File: src/rtl/top_uart_pkg.sv
// Shared UART definitions: framing constants, store depth, state encoding.
// Also provides the baud divider, rounded to the nearest clock.
package top_uart_pkg;

  localparam int DATA_BITS = 8;
  localparam int MEM_DEPTH = 32;
  localparam int ADDR_W    = $clog2(MEM_DEPTH);

  typedef enum logic [1:0] {
    ST_IDLE,
    ST_START,
    ST_DATA,
    ST_STOP
  } uart_state_e;

  function automatic int calc_clks_per_bit(input int clk_hz, input int baud);
    return (clk_hz + baud / 2) / baud;
  endfunction

endpackage

File: src/rtl/uart_rx.sv
// 8N1 receiver: 2-flop synchronizer, mid-bit sampling, one-cycle done_o pulse.
// Cannot be stalled; a framing error drops the byte and waits for the line to return high.
module uart_rx
  import top_uart_pkg::*;
#(
  parameter int CLKS_PER_BIT = 579
) (
  input  logic                 clk_i,
  input  logic                 rst_i,
  input  logic                 rx_i,
  output logic [DATA_BITS-1:0] data_o,
  output logic                 done_o
);

  localparam int CNT_W = $clog2(CLKS_PER_BIT + 1);
  localparam int IDX_W = $clog2(DATA_BITS);
  localparam logic [CNT_W-1:0] BIT_LAST  = CNT_W'(CLKS_PER_BIT - 1);
  localparam logic [CNT_W-1:0] HALF_LAST = CNT_W'(CLKS_PER_BIT / 2 - 1);
  localparam logic [IDX_W-1:0] IDX_LAST  = IDX_W'(DATA_BITS - 1);

  logic [1:0]           sync_q;
  logic                 rx_s;
  uart_state_e          state_q, state_d;
  logic [CNT_W-1:0]     cnt_q, cnt_d;
  logic [IDX_W-1:0]     idx_q, idx_d;
  logic [DATA_BITS-1:0] shift_q, shift_d;
  logic                 ferr_q, ferr_d;
  logic                 done_q, done_d;

  assign rx_s = sync_q[1];

  always_ff @(posedge clk_i or posedge rst_i) begin
    if (rst_i) begin
      sync_q  <= 2'b11;
      state_q <= ST_IDLE;
      cnt_q   <= '0;
      idx_q   <= '0;
      shift_q <= '0;
      ferr_q  <= 1'b0;
      done_q  <= 1'b0;
    end else begin
      sync_q  <= {sync_q[0], rx_i};
      state_q <= state_d;
      cnt_q   <= cnt_d;
      idx_q   <= idx_d;
      shift_q <= shift_d;
      ferr_q  <= ferr_d;
      done_q  <= done_d;
    end
  end

  always_comb begin
    state_d = state_q;
    cnt_d   = cnt_q;
    idx_d   = idx_q;
    shift_d = shift_q;
    ferr_d  = ferr_q;
    done_d  = 1'b0;
    case (state_q)
      ST_IDLE: begin
        cnt_d  = '0;
        idx_d  = '0;
        ferr_d = 1'b0;
        if (!rx_s) state_d = ST_START;
      end
      ST_START: begin
        // Half-bit recheck rejects glitches and aligns later samples to mid-bit.
        if (cnt_q == HALF_LAST) begin
          cnt_d   = '0;
          state_d = rx_s ? ST_IDLE : ST_DATA;
        end else begin
          cnt_d = cnt_q + 1'b1;
        end
      end
      ST_DATA: begin
        if (cnt_q == BIT_LAST) begin
          cnt_d   = '0;
          shift_d = {rx_s, shift_q[DATA_BITS-1:1]};
          if (idx_q == IDX_LAST) state_d = ST_STOP;
          else                   idx_d   = idx_q + 1'b1;
        end else begin
          cnt_d = cnt_q + 1'b1;
        end
      end
      ST_STOP: begin
        if (ferr_q) begin
          if (rx_s) state_d = ST_IDLE;
        end else if (cnt_q == BIT_LAST) begin
          cnt_d = '0;
          if (rx_s) begin
            done_d  = 1'b1;
            state_d = ST_IDLE;
          end else begin
            ferr_d = 1'b1;
          end
        end else begin
          cnt_d = cnt_q + 1'b1;
        end
      end
      default: state_d = ST_IDLE;
    endcase
  end

  assign data_o = shift_q;
  assign done_o = done_q;

endmodule

File: src/rtl/uart_tx.sv
// 8N1 transmitter, each bit held CLKS_PER_BIT clocks; the first bit leaves one cycle after start_i.
// start_i is ignored while busy_o is high; the serial line is driven straight from a flop.
module uart_tx
  import top_uart_pkg::*;
#(
  parameter int CLKS_PER_BIT = 579
) (
  input  logic                 clk_i,
  input  logic                 rst_i,
  input  logic                 start_i,
  input  logic [DATA_BITS-1:0] data_i,
  output logic                 tx_o,
  output logic                 busy_o
);

  localparam int CNT_W = $clog2(CLKS_PER_BIT + 1);
  localparam int IDX_W = $clog2(DATA_BITS);
  localparam logic [CNT_W-1:0] BIT_LAST = CNT_W'(CLKS_PER_BIT - 1);
  localparam logic [IDX_W-1:0] IDX_LAST = IDX_W'(DATA_BITS - 1);

  uart_state_e          state_q, state_d;
  logic [CNT_W-1:0]     cnt_q, cnt_d;
  logic [IDX_W-1:0]     idx_q, idx_d;
  logic [DATA_BITS-1:0] shift_q, shift_d;
  logic                 tx_q, tx_d;

  always_ff @(posedge clk_i or posedge rst_i) begin
    if (rst_i) begin
      state_q <= ST_IDLE;
      cnt_q   <= '0;
      idx_q   <= '0;
      shift_q <= '0;
      tx_q    <= 1'b1;
    end else begin
      state_q <= state_d;
      cnt_q   <= cnt_d;
      idx_q   <= idx_d;
      shift_q <= shift_d;
      tx_q    <= tx_d;
    end
  end

  always_comb begin
    state_d = state_q;
    cnt_d   = cnt_q;
    idx_d   = idx_q;
    shift_d = shift_q;
    tx_d    = tx_q;
    case (state_q)
      ST_IDLE: begin
        cnt_d = '0;
        idx_d = '0;
        tx_d  = 1'b1;
        if (start_i) begin
          shift_d = data_i;
          tx_d    = 1'b0;
          state_d = ST_START;
        end
      end
      ST_START: begin
        if (cnt_q == BIT_LAST) begin
          cnt_d   = '0;
          tx_d    = shift_q[0];
          state_d = ST_DATA;
        end else begin
          cnt_d = cnt_q + 1'b1;
        end
      end
      ST_DATA: begin
        if (cnt_q == BIT_LAST) begin
          cnt_d = '0;
          if (idx_q == IDX_LAST) begin
            tx_d    = 1'b1;
            state_d = ST_STOP;
          end else begin
            idx_d   = idx_q + 1'b1;
            shift_d = shift_q >> 1;
            tx_d    = shift_q[1];
          end
        end else begin
          cnt_d = cnt_q + 1'b1;
        end
      end
      ST_STOP: begin
        tx_d = 1'b1;
        if (cnt_q == BIT_LAST) begin
          cnt_d   = '0;
          state_d = ST_IDLE;
        end else begin
          cnt_d = cnt_q + 1'b1;
        end
      end
      default: state_d = ST_IDLE;
    endcase
  end

  assign tx_o   = tx_q;
  assign busy_o = (state_q != ST_IDLE);

endmodule

File: src/rtl/top_uart.sv
// UART byte logger: received bytes fill a 32-entry ring store and are echoed on Tx when it is free.
// data_LED shows mem[addr_RAM] one clock later; no flow control, so an echo is dropped if Tx is busy.
module top_uart
  import top_uart_pkg::*;
#(
  parameter int CLK_FREQ_HZ  = 66_666_667,
  parameter int BAUD_RATE    = 115200,
  parameter int CLKS_PER_BIT = calc_clks_per_bit(CLK_FREQ_HZ, BAUD_RATE)
) (
  input  logic                 clk,
  input  logic                 rst,
  input  logic                 Rx,
  input  logic [ADDR_W-1:0]    addr_RAM,
  output logic                 Tx,
  output logic [DATA_BITS-1:0] data_LED
);

  logic [DATA_BITS-1:0] rx_byte;
  logic                 rx_done;
  logic                 tx_busy;
  logic [DATA_BITS-1:0] mem_q [MEM_DEPTH];
  logic [ADDR_W-1:0]    wr_ptr_q, wr_ptr_d;
  logic [DATA_BITS-1:0] led_q;

  uart_rx #(.CLKS_PER_BIT(CLKS_PER_BIT)) u_rx (
    .clk_i  (clk),
    .rst_i  (rst),
    .rx_i   (Rx),
    .data_o (rx_byte),
    .done_o (rx_done)
  );

  uart_tx #(.CLKS_PER_BIT(CLKS_PER_BIT)) u_tx (
    .clk_i   (clk),
    .rst_i   (rst),
    .start_i (rx_done & ~tx_busy),
    .data_i  (rx_byte),
    .tx_o    (Tx),
    .busy_o  (tx_busy)
  );

  // Pointer wraps naturally at the store depth, overwriting the oldest byte.
  assign wr_ptr_d = rx_done ? wr_ptr_q + 1'b1 : wr_ptr_q;

  always_ff @(posedge clk or posedge rst) begin
    if (rst) begin
      for (int i = 0; i < MEM_DEPTH; i++) mem_q[i] <= '0;
      wr_ptr_q <= '0;
      led_q    <= '0;
    end else begin
      led_q    <= mem_q[addr_RAM];
      wr_ptr_q <= wr_ptr_d;
      if (rx_done) mem_q[wr_ptr_q] <= rx_byte;
    end
  end

  assign data_LED = led_q;

endmodule

File: config.mk
export PLATFORM = sky130hd
export DESIGN_NAME = top_uart
export DESIGN_NICKNAME = d
export VERILOG_FILES = /design/src/rtl/top_uart_pkg.sv /design/src/rtl/uart_rx.sv /design/src/rtl/uart_tx.sv /design/src/rtl/top_uart.sv
export SDC_FILE = /design/constraint.sdc
export NUM_CORES = 1
export LEC_CHECK = 0
export ABC_AREA = 1
export CORE_AREA = 3 3 179 181
export DETAILED_ROUTE_END_ITERATION = 16
export DIE_AREA = 0 0 182 184
export PLACE_DENSITY = 0.65
export SLEW_MARGIN = 20
export SYNTH_ARGS = -nofsm -noshare
export SYNTH_HDL_FRONTEND = slang
export SYNTH_HIERARCHICAL = 1
export SYNTH_SLANG_ARGS = --single-unit
File: constraint.sdc
create_clock -name clk -period 12.3 [get_ports clk]
set_input_delay 1.23 -clock clk [delete_from_list [all_inputs] [get_ports clk]]
set_output_delay 1.23 -clock clk [all_outputs]
set_load 0.02 [all_outputs]
==> impl_metrics.ini, run 1 <==
[clock_tree]
postCtsSetupBuffers = 0
holdBufCountCts = 0
root_buffer = clkbuf_16
clock_latency_ps = 510
cts_buffers = 37
cts_tree = done
cts_buffer_depth = 3
cts_resized = 0
cts.sink_count = 320
htreeDepth = 2
clkTransAtPathRegs_ps = 60

[global_route]
grt_pass1_vias = 11841
grtUsageTotal_pct = 23.20
grt_max_degree = 139
grt_pass1_wl_um = 63780
gr-total-overflow = 0
antenna_found_initial = 0

[die]
ios = 17
die_area_um2 = 33490
die_h_um = 184
row_count = 64
coreArea_um2 = 30590
floorplan.initialDensity_pct = 49.68
die_width_um = 182

[worst_setup_path]
slowest_delay_ps = 650
cp-end-kind = flop
path_cells = buf_2, buf_4, inv_2, buf_4, nand3_1, nand3_1, nand2_1, nand2_1, nand2_1, nand2_1, nand2_1
critical_path_required_ps = 12740
start_kind = input pin
cp.arrival_ps = 3800
worstSetupPathType = input pin to flop
path_max_fanout = 65
cp_slowest_cell = buf_4
cpLargestDelayFamily = buffers and inverters
cp_num_buf_inv = 4
crit_top_cell = nand2_1

[power_and_ir_drop]
power.internal_mw = 1.712
p_comb_share_pct = 4.4
ir_worst_vdd_mv = 0.1247
seqPwrFrac_pct = 48.0
swShare_pct = 22.37
p_leak_nw = 7.660
p_per_area_nw_per_um2 = 133.1
p_switching_uw = 493.2
post-layout-total-power_mw = 2.205
clkPwrFrac_pct = 47.7

[place]
dpl_cell_area_um2 = 15410
place_congestion = 0.8275
pre_cts_slack_ps = 8479
hpwl_um = 23130
portBuffers = 16

[sta]
setup_total_negative_slack_ps = 0
relSlewSlack_pct = 26.49
hold_violations = 0
setup_violations = 0
fmaxAchievable_mhz = 298.4
layout_worst_path_cycle_share_pct = 27.24
skew_ps = 16.17
period_needed_ps = 3351
worstMarginPinSlew_ps = 1096
setup_ws_ps = 8949
rsz0062_at_grt = false
slew_violations = 0
worst_hold_slack_ps = 355.2

[synth]
yosys_warnings = 6
syn_inst = 1903
ys_ff_latch = 320
ys_seq_area_share_pct = 52.72
synth.avg_cell_area_um2 = 7.986
syn_nets = 1934
synth_cell_type_count = 34
syn_area_um2 = 15200

[route]
drt_first_pass_iters = 5
finalWirelength_um = 38120
final_antenna_net_count = 0
routedWlPerCell_um = 16.77
vias = 12287
vias_per_cell = 5.406
drt-initial-drc-count = 1053
drc_errors = 0

[finish]
final_area_um2 = 16560
multiInputGateArea_um2 = 6362
fillers = 2877
drive_above_1_share_pct = 6.180
nNetsFinal = 1885
area_growth_pct = 8.982
regArea_um2 = 8011
antennaDiodeCount = 0

[status]
status = completed

[flow_run]
maxCapViolCount = 0

[hold_path]
hold_class = flop to flop
-- worst paths after layout --
| check | startpoint | end | slack [ps] | cells after the start |
|---|---|---|---|---|
| min in group asynchronous | rst | u_rx/data_o[3]$_DFFE_PP0P_ | 1340 | 2 |
| min reg2reg | u_rx/sync_q[0]$_DFF_PP1_ | u_rx/sync_q[1]$_DFF_PP1_ | 360 | 0 |
| min | u_rx/sync_q[0]$_DFF_PP1_ | u_rx/sync_q[1]$_DFF_PP1_ | 360 | 0 |
| max | addr_RAM[1] | data_LED[7]$_DFF_PP0_ | 8950 | 11 |
| max in group asynchronous | rst | mem_q[30]$_DFFE_PP0P_ | 9250 | 3 |
| max reg2reg | u_tx/state_q[0]$_DFFE_PP0P_ | u_tx/shift_q[3]$_DFFE_PP0P_ | 10300 | 9 |
-- routing by layer --
metal	track usage, %	vias up	share of wire (%)	wire, um
met5	0	-	0	0
met4	5.606	0	2.0	748
met3	2.810	52	5.3	2027
met2	37.41	301	46	17620
met1	33.80	5904	47	17730
li1	-	6030	-	-
-- final cells by class --
cell class	count	area share, %
multi-input combinational	1391	38.42
clock inverter	10	0.6195
clock buffer	52	6.353
sequential	320	48.37
inverter	76	1.783
timing repair buffer	28	1.466
tap	396	2.992
-- cell usage after synthesis (all sizes together) --
cell type  number  share of area, %
a21oi          52               1.8
a31oi           1             0.041
buf            68               2.4
clkbuf         48               1.2
dfrtp         317                52
dfstp           3              0.52
ha             23               1.9
inv            76               1.9
nand2         717                18
nand3         224               7.5
nand4           8              0.43
nor2          113               3.3
nor3            6              0.23
nor3b           1             0.049
nor4            2             0.082
o211ai          1             0.049
o21ai         226               7.5
or2             2             0.082
xnor2           1             0.058
xor2           14              0.81
-- stage by stage --
stage | util (%) | std cells
3_5_place_dp | 50.37 | 2211
3_3_place_gp | 50.37 | 2211
6_report | 54.14 | 2273
4_1_cts | 54.14 | 2273
5_1_grt | 54.14 | 2273
2_1_floorplan | - | 1903
-- worst reg2reg max path, cell delays in order (launching register included) --
cell and delay (ps):
dfrtp_1 410, inv_1 120, ha_1 380, inv_1 270
nor2_1 230, nand3_4 150, nand2_8 130, nand2_8 80
nand2_1 80, nand2_1 50
-- cells in the final DEF, fill, tap and decap left out, types with 2 or more instances in the layout --
master and instances:
nand3_4 2, clkbuf_1 8, inv_1 59, o21ai_2 2, nand2_2 9, buf_4 13, nand2_1 706, xor2_1 14
or2_1 2, nand3_1 222, o21ai_1 12, o21ai_0 212, nand4_1 7, nand2_8 2, clkbuf_16 37, nor3_1 5
inv_2 13, nor2_2 4, nor4_1 2, clkinv_1 2, clkinv_2 7, bufinv_16 2, nor2_1 101, ha_1 23
clkbuf_8 7, dfrtp_1 317, a21oi_1 51, dfstp_2 3, nor2_4 8, clkdlybuf4s50_1 14
-- power by group through the flow --
stage	Combinational [mW]	Sequential, mW	Clock, mW
global route	0.107	1.06	1.12
finish	0.0960	1.06	1.05
floorplan	0.0602	1.08	0
CTS	0.0975	1.06	1.07
detailed placement	0.0972	1.08	0
global placement	0.0972	1.08	0
-- registers in the layout (all words and copies together) (netlist names), 2 cells and up, named ones only --
name	count
u_rx/sync_q	2
u_tx/idx_q	3
mem_q	256
wr_ptr_q	5
u_rx/cnt_q	10
u_rx/idx_q	3
u_tx/cnt_q	10
u_tx/shift_q	8
data_LED	8
u_tx/state_q	2
u_rx/data_o	8
-- cell families (layout without fill, tap and decap cells) --
family / count (synthesis) / in the layout / synth area share [%]
XOR/XNOR: 15 / 15 / 0.8645
buffers and inverters: 192 / 166 / 5.417
flip-flops: 320 / 320 / 52.72
AND/OR/NAND/NOR: 1073 / 1073 / 29.74
adder cells (fa/ha/maj): 23 / 23 / 1.894
AO/OA/AOI/OAI: 280 / 280 / 9.369
Power figures use the tool's default switching activity.
==> run 2: changes to the inputs <==
Settings changed: PLACE_DENSITY 0.65 to 0.68.
Clock period 12.3 ns to 3.05 ns, I/O delays scaled along.
==> impl_metrics.ini, run 2 (synthesis gave the netlist of run 1 again) <==
[finish]
drive_above_1_share_pct = 7.173
final_area_um2 = 16870
antennaDiodeCount = 0
largest_register_ffs = 256
final_cell_mix = nand2_1 (706), dfrtp_1 (317), nand3_1 (222)
reg_top3 = mem_q (256), u_rx/cnt_q (10), u_tx/cnt_q (10)
regMostFlops = mem_q
final_common_cell = nand2_1
nNetsFinal = 1899
area_growth_pct = 11.01
fillers = 2830

[clock_tree]
clock_latency_ps = 520
root_buffer = clkbuf_16
clkTransAtPathRegs_ps = 60
cts_tree = done
htreeDepth = 2
cts.sink_count = 320
cts_buffer_depth = 3
holdBufCountCts = 0
postCtsSetupBuffers = 0
cts_resized = 0
cts_buffers = 37

[route]
drc_errors = 0
vias = 12456
drt_first_pass_iters = 5
final_antenna_net_count = 0
finalWirelength_um = 38380
routedWlPerCell_um = 16.74
vias_per_cell = 5.435
drt-initial-drc-count = 1080

[global_route]
gr-total-overflow = 0
grt_pass1_wl_um = 64360
antenna_found_initial = 1
grtUsageTotal_pct = 23.44
grt_max_degree = 129
grt_pass1_vias = 12193

[worst_setup_path]
r2r_cells = 9
r2r-start = u_tx/state_q[0]$_DFFE_PP0P_
start_kind = flop
rrSetupSlack_ps = 970
cp-end-kind = flop
rr_endpoint = u_tx/shift_q[6]$_DFFE_PP0P_
cp.arrival_ps = 2470
worstSetupPathType = flop to flop
worstSetupStartpoint = u_tx/state_q[0]$_DFFE_PP0P_
path_max_fanout = 12
critical_path_required_ps = 3440

[sta]
skew_ps = 10.53
fmaxAchievable_mhz = 480.9
setup_violations = 0
worst_hold_slack_ps = 209.0
layout_worst_path_cycle_share_pct = 68.18
period_needed_ps = 2080
worstMarginPinSlew_ps = 1071
slew_violations = 0
relSlewSlack_pct = 28.53
hold_violations = 0
rsz0062_at_grt = false

[die]
ios = 17
die_h_um = 184
die_width_um = 182
row_count = 64
coreArea_um2 = 30590
floorplan.initialDensity_pct = 49.68
die_area_um2 = 33490

[place]
portBuffers = 16
dpl_cell_area_um2 = 15600
hpwl_um = 24150
place_congestion = 0.8888

[status]
status = completed

[power_and_ir_drop]
ir_worst_vdd_mv = 0.3745
p_per_area_nw_per_um2 = 546.4
p_leak_nw = 7.811

[hold_path]
hold_end = u_rx/sync_q[0]$_DFF_PP1_
hold_depth = 1
holdCritStartpoint = Rx
hold_class = input pin to flop

[flow_run]
maxCapViolCount = 0
[run 2: cell count changes in the layout (fill, tap and decap cells not counted), moves of 2 or more]
| cell | change |
|---|---|
| clkbuf_16 | +2 |
| clkinv_2 | +2 |
| clkinvlp_4 | +2 |
| clkbuf_1 | -4 |
| clkbuf_8 | +2 |
| buf_4 | +7 |
| inv_1 | +4 |
| inv_2 | -3 |
| buf_12 | +7 |
[run 2: final cells by class]
type,count,area [um^2],share of cell area (%)
Sequential cell,320,8011,47.49
Multi-Input combinational cell,1391,6362,37.71
Clock buffer,52,1115,6.608
Timing Repair Buffer,42,435.4,2.581
Inverter,76,291.5,1.728
Clock inverter,15,158.9,0.9419
Tap cell,396,495.5,2.937
[run 2: how the worst max path moves through the flow]
stage / endpoint / slack (ps)
floorplan: data_LED[0]$_DFF_PP0_ / -810
CTS: u_tx/shift_q[6]$_DFFE_PP0P_ / 960
global route: u_tx/shift_q[6]$_DFFE_PP0P_ / 770
finish: u_tx/shift_q[6]$_DFFE_PP0P_ / 970
global placement: data_LED[5]$_DFF_PP0_ / 860
detailed placement: data_LED[2]$_DFF_PP0_ / 870
[run 2: worst max-delay path, stage by stage, from the launching register on]
cell,delay (ps)
dfrtp_1,410
inv_1,120
ha_1,390
inv_1,300
nor2_1,240
nand3_4,150
nand2_8,130
nand2_8,80
nand2_1,80
nand2_1,50
[run 2: routing by layer]
metal	GRT usage, %	up-vias	part of all wire [%]
met2	38.38	385	47
li1	-	6070	-
met4	7.160	2	2.6
met5	0	-	0.052
met1	32.62	5925	44
met3	3.443	74	5.6
[run 2: power by group]
part	internal, mW	switching, mW
clock network	2.81	1.73
registers	4.26	0.00814
logic	0.107	0.305
total	7.17	2.05
[run 2: per-stage QoR]
stage / worst slack, ps / util [%] / total power [mW] / instances / setup TNS, ps
6_report: 970.4 / 55.15 / 9.218 / 2292 / 0
5_1_grt: 771.4 / 55.15 / 9.540 / 2292 / 0
4_1_cts: 961.6 / 55.15 / 9.304 / 2292 / 0
3_5_place_dp: 868.8 / 50.99 / 4.759 / 2225 / 0
3_3_place_gp: 860.4 / 50.99 / 4.760 / 2225 / 0
2_1_floorplan: -808.5 / - / 4.596 / 1903 / -217470
==> run 3: changes to the inputs <==
Clock period 3.05 ns to 1.75 ns, I/O delays scaled along.
==> impl_metrics.ini, run 3 (synthesis gave the netlist of run 1 again) <==
[finish]
drive_above_1_share_pct = 9.208
regMostFlops = mem_q
nNetsFinal = 1943
final_cell_mix = nand2_1 (705), dfrtp_1 (315), nand3_1 (222)
largest_register_ffs = 256
antennaDiodeCount = 0
reg_top3 = mem_q (256), u_rx/cnt_q (10), u_tx/cnt_q (10)
final_area_um2 = 17310
final_util_pct = 56.60
area_growth_pct = 13.92
final_common_cell = nand2_1

[sta]
slew_violations = 0
skew_ps = 13.21
worstMarginPinSlew_ps = 547.0
setup_violations = 0
period_needed_ps = 1700
worst_hold_slack_ps = 71.07
fmaxAchievable_mhz = 588.1
relSlewSlack_pct = 63.49
hold_violations = 0
layout_worst_path_cycle_share_pct = 97.16

[hold_path]
hold_class = input pin to flop

[die]
floorplan.initialDensity_pct = 49.68
die_area_um2 = 33490
ios = 17
die_h_um = 184
coreArea_um2 = 30590
row_count = 64
die_width_um = 182

[route]
routedWlPerCell_um = 16.38
final_antenna_net_count = 0
finalWirelength_um = 38150
drc_errors = 0
drt-initial-drc-count = 974
vias_per_cell = 5.429
drt_first_pass_iters = 7
vias = 12645

[status]
status = completed

[global_route]
grt_pass1_vias = 12163
grtUsageTotal_pct = 22.92
grt_pass1_wl_um = 63410
antenna_found_initial = 0
gr-total-overflow = 0
grt_max_degree = 54

[clock_tree]
holdBufCountCts = 0
cts_buffer_depth = 3
cts_buffers = 37
cts_tree = done
root_buffer = clkbuf_16
clkTransAtPathRegs_ps = 50
cts.sink_count = 320
htreeDepth = 2
clock_latency_ps = 520

[power_and_ir_drop]
p_per_area_nw_per_um2 = 908.9
post-layout-total-power_mw = 15.74
ir_worst_vdd_mv = 0.8373
p_leak_nw = 8.049

[worst_setup_path]
start_kind = flop
cp-end-kind = output port
path_max_fanout = 1
path_cells = clkdlybuf4s50_1
cp.arrival_ps = 1530
cp_num_buf_inv = 1
worstSetupPathType = flop to output port
cpLargestDelayFamily = buffers and inverters
critical_path_required_ps = 1570
slowest_delay_ps = 630
cp_slowest_cell = clkdlybuf4s50_1

[place]
hpwl_um = 24050
place_congestion = 0.8843
dpl_cell_area_um2 = 16130
portBuffers = 16

[flow_run]
maxCapViolCount = 0
run 3: cell type report:
cell class / instances / area (um^2)
clock buffer: 50 / 1077
sequential: 320 / 8014
fill: 2799 / 13280
timing repair buffer: 86 / 963.4
clock inverter: 10 / 103.9
inverter: 76 / 291.5
tap: 396 / 495.5
multi-input combinational: 1391 / 6367
run 3: power breakdown:
group / total [mW] / internal [mW] / switching (mW)
Combinational: 0.771 / 0.231 / 0.540
Clock: 7.53 / 4.58 / 2.95
Sequential: 7.44 / 7.42 / 0.0132
run 3: path summary, 6_finish.rpt:
kind	slack, ps	cells past startpoint	start	endpoint
worst max-delay path	50	1	data_LED[1]$_DFF_PP0_	data_LED[1]
worst min-delay path	70	1	Rx	u_rx/sync_q[0]$_DFF_PP1_
worst max register to register	120	6	u_rx/state_q[0]$_DFFE_PP0P_	u_rx/cnt_q[7]$_DFFE_PP0P_
worst min register to register	360	0	u_rx/sync_q[0]$_DFF_PP1_	u_rx/sync_q[1]$_DFF_PP1_
max in group asynchronous	1070	4	rst	mem_q[47]$_DFFE_PP0P_
min in group asynchronous	100	2	rst	u_rx/data_o[6]$_DFFE_PP0P_
run 3: metal layers:
metal / GRT usage [%] / wire, um / up-vias
met2: 38.05 / 18170 / 374
met5: 0 / 0 / -
met1: 32.18 / 17260 / 6060
met4: 5.820 / 698 / 0
li1: - / - / 6156
met3: 2.988 / 2014 / 55
run 3: metrics by stage:
stage	cells	TNS (ps)	setup slack, ps
3_5_place_dp	2269	0	27.18
2_1_floorplan	1903	-532200	-1978
5_1_grt	2329	-1.090	-1.090
3_3_place_gp	2269	0	40.37
4_1_cts	2329	0	18.85
6_report	2329	0	49.68
run 3: repair_timing:
item / CTS / global route
gates resized for setup: 2 / 6
setup buffers: 0 / 0
gates cloned: 0 / 0
endpoints found under the setup margin: 2 / 28
pin swaps: 0 / 1
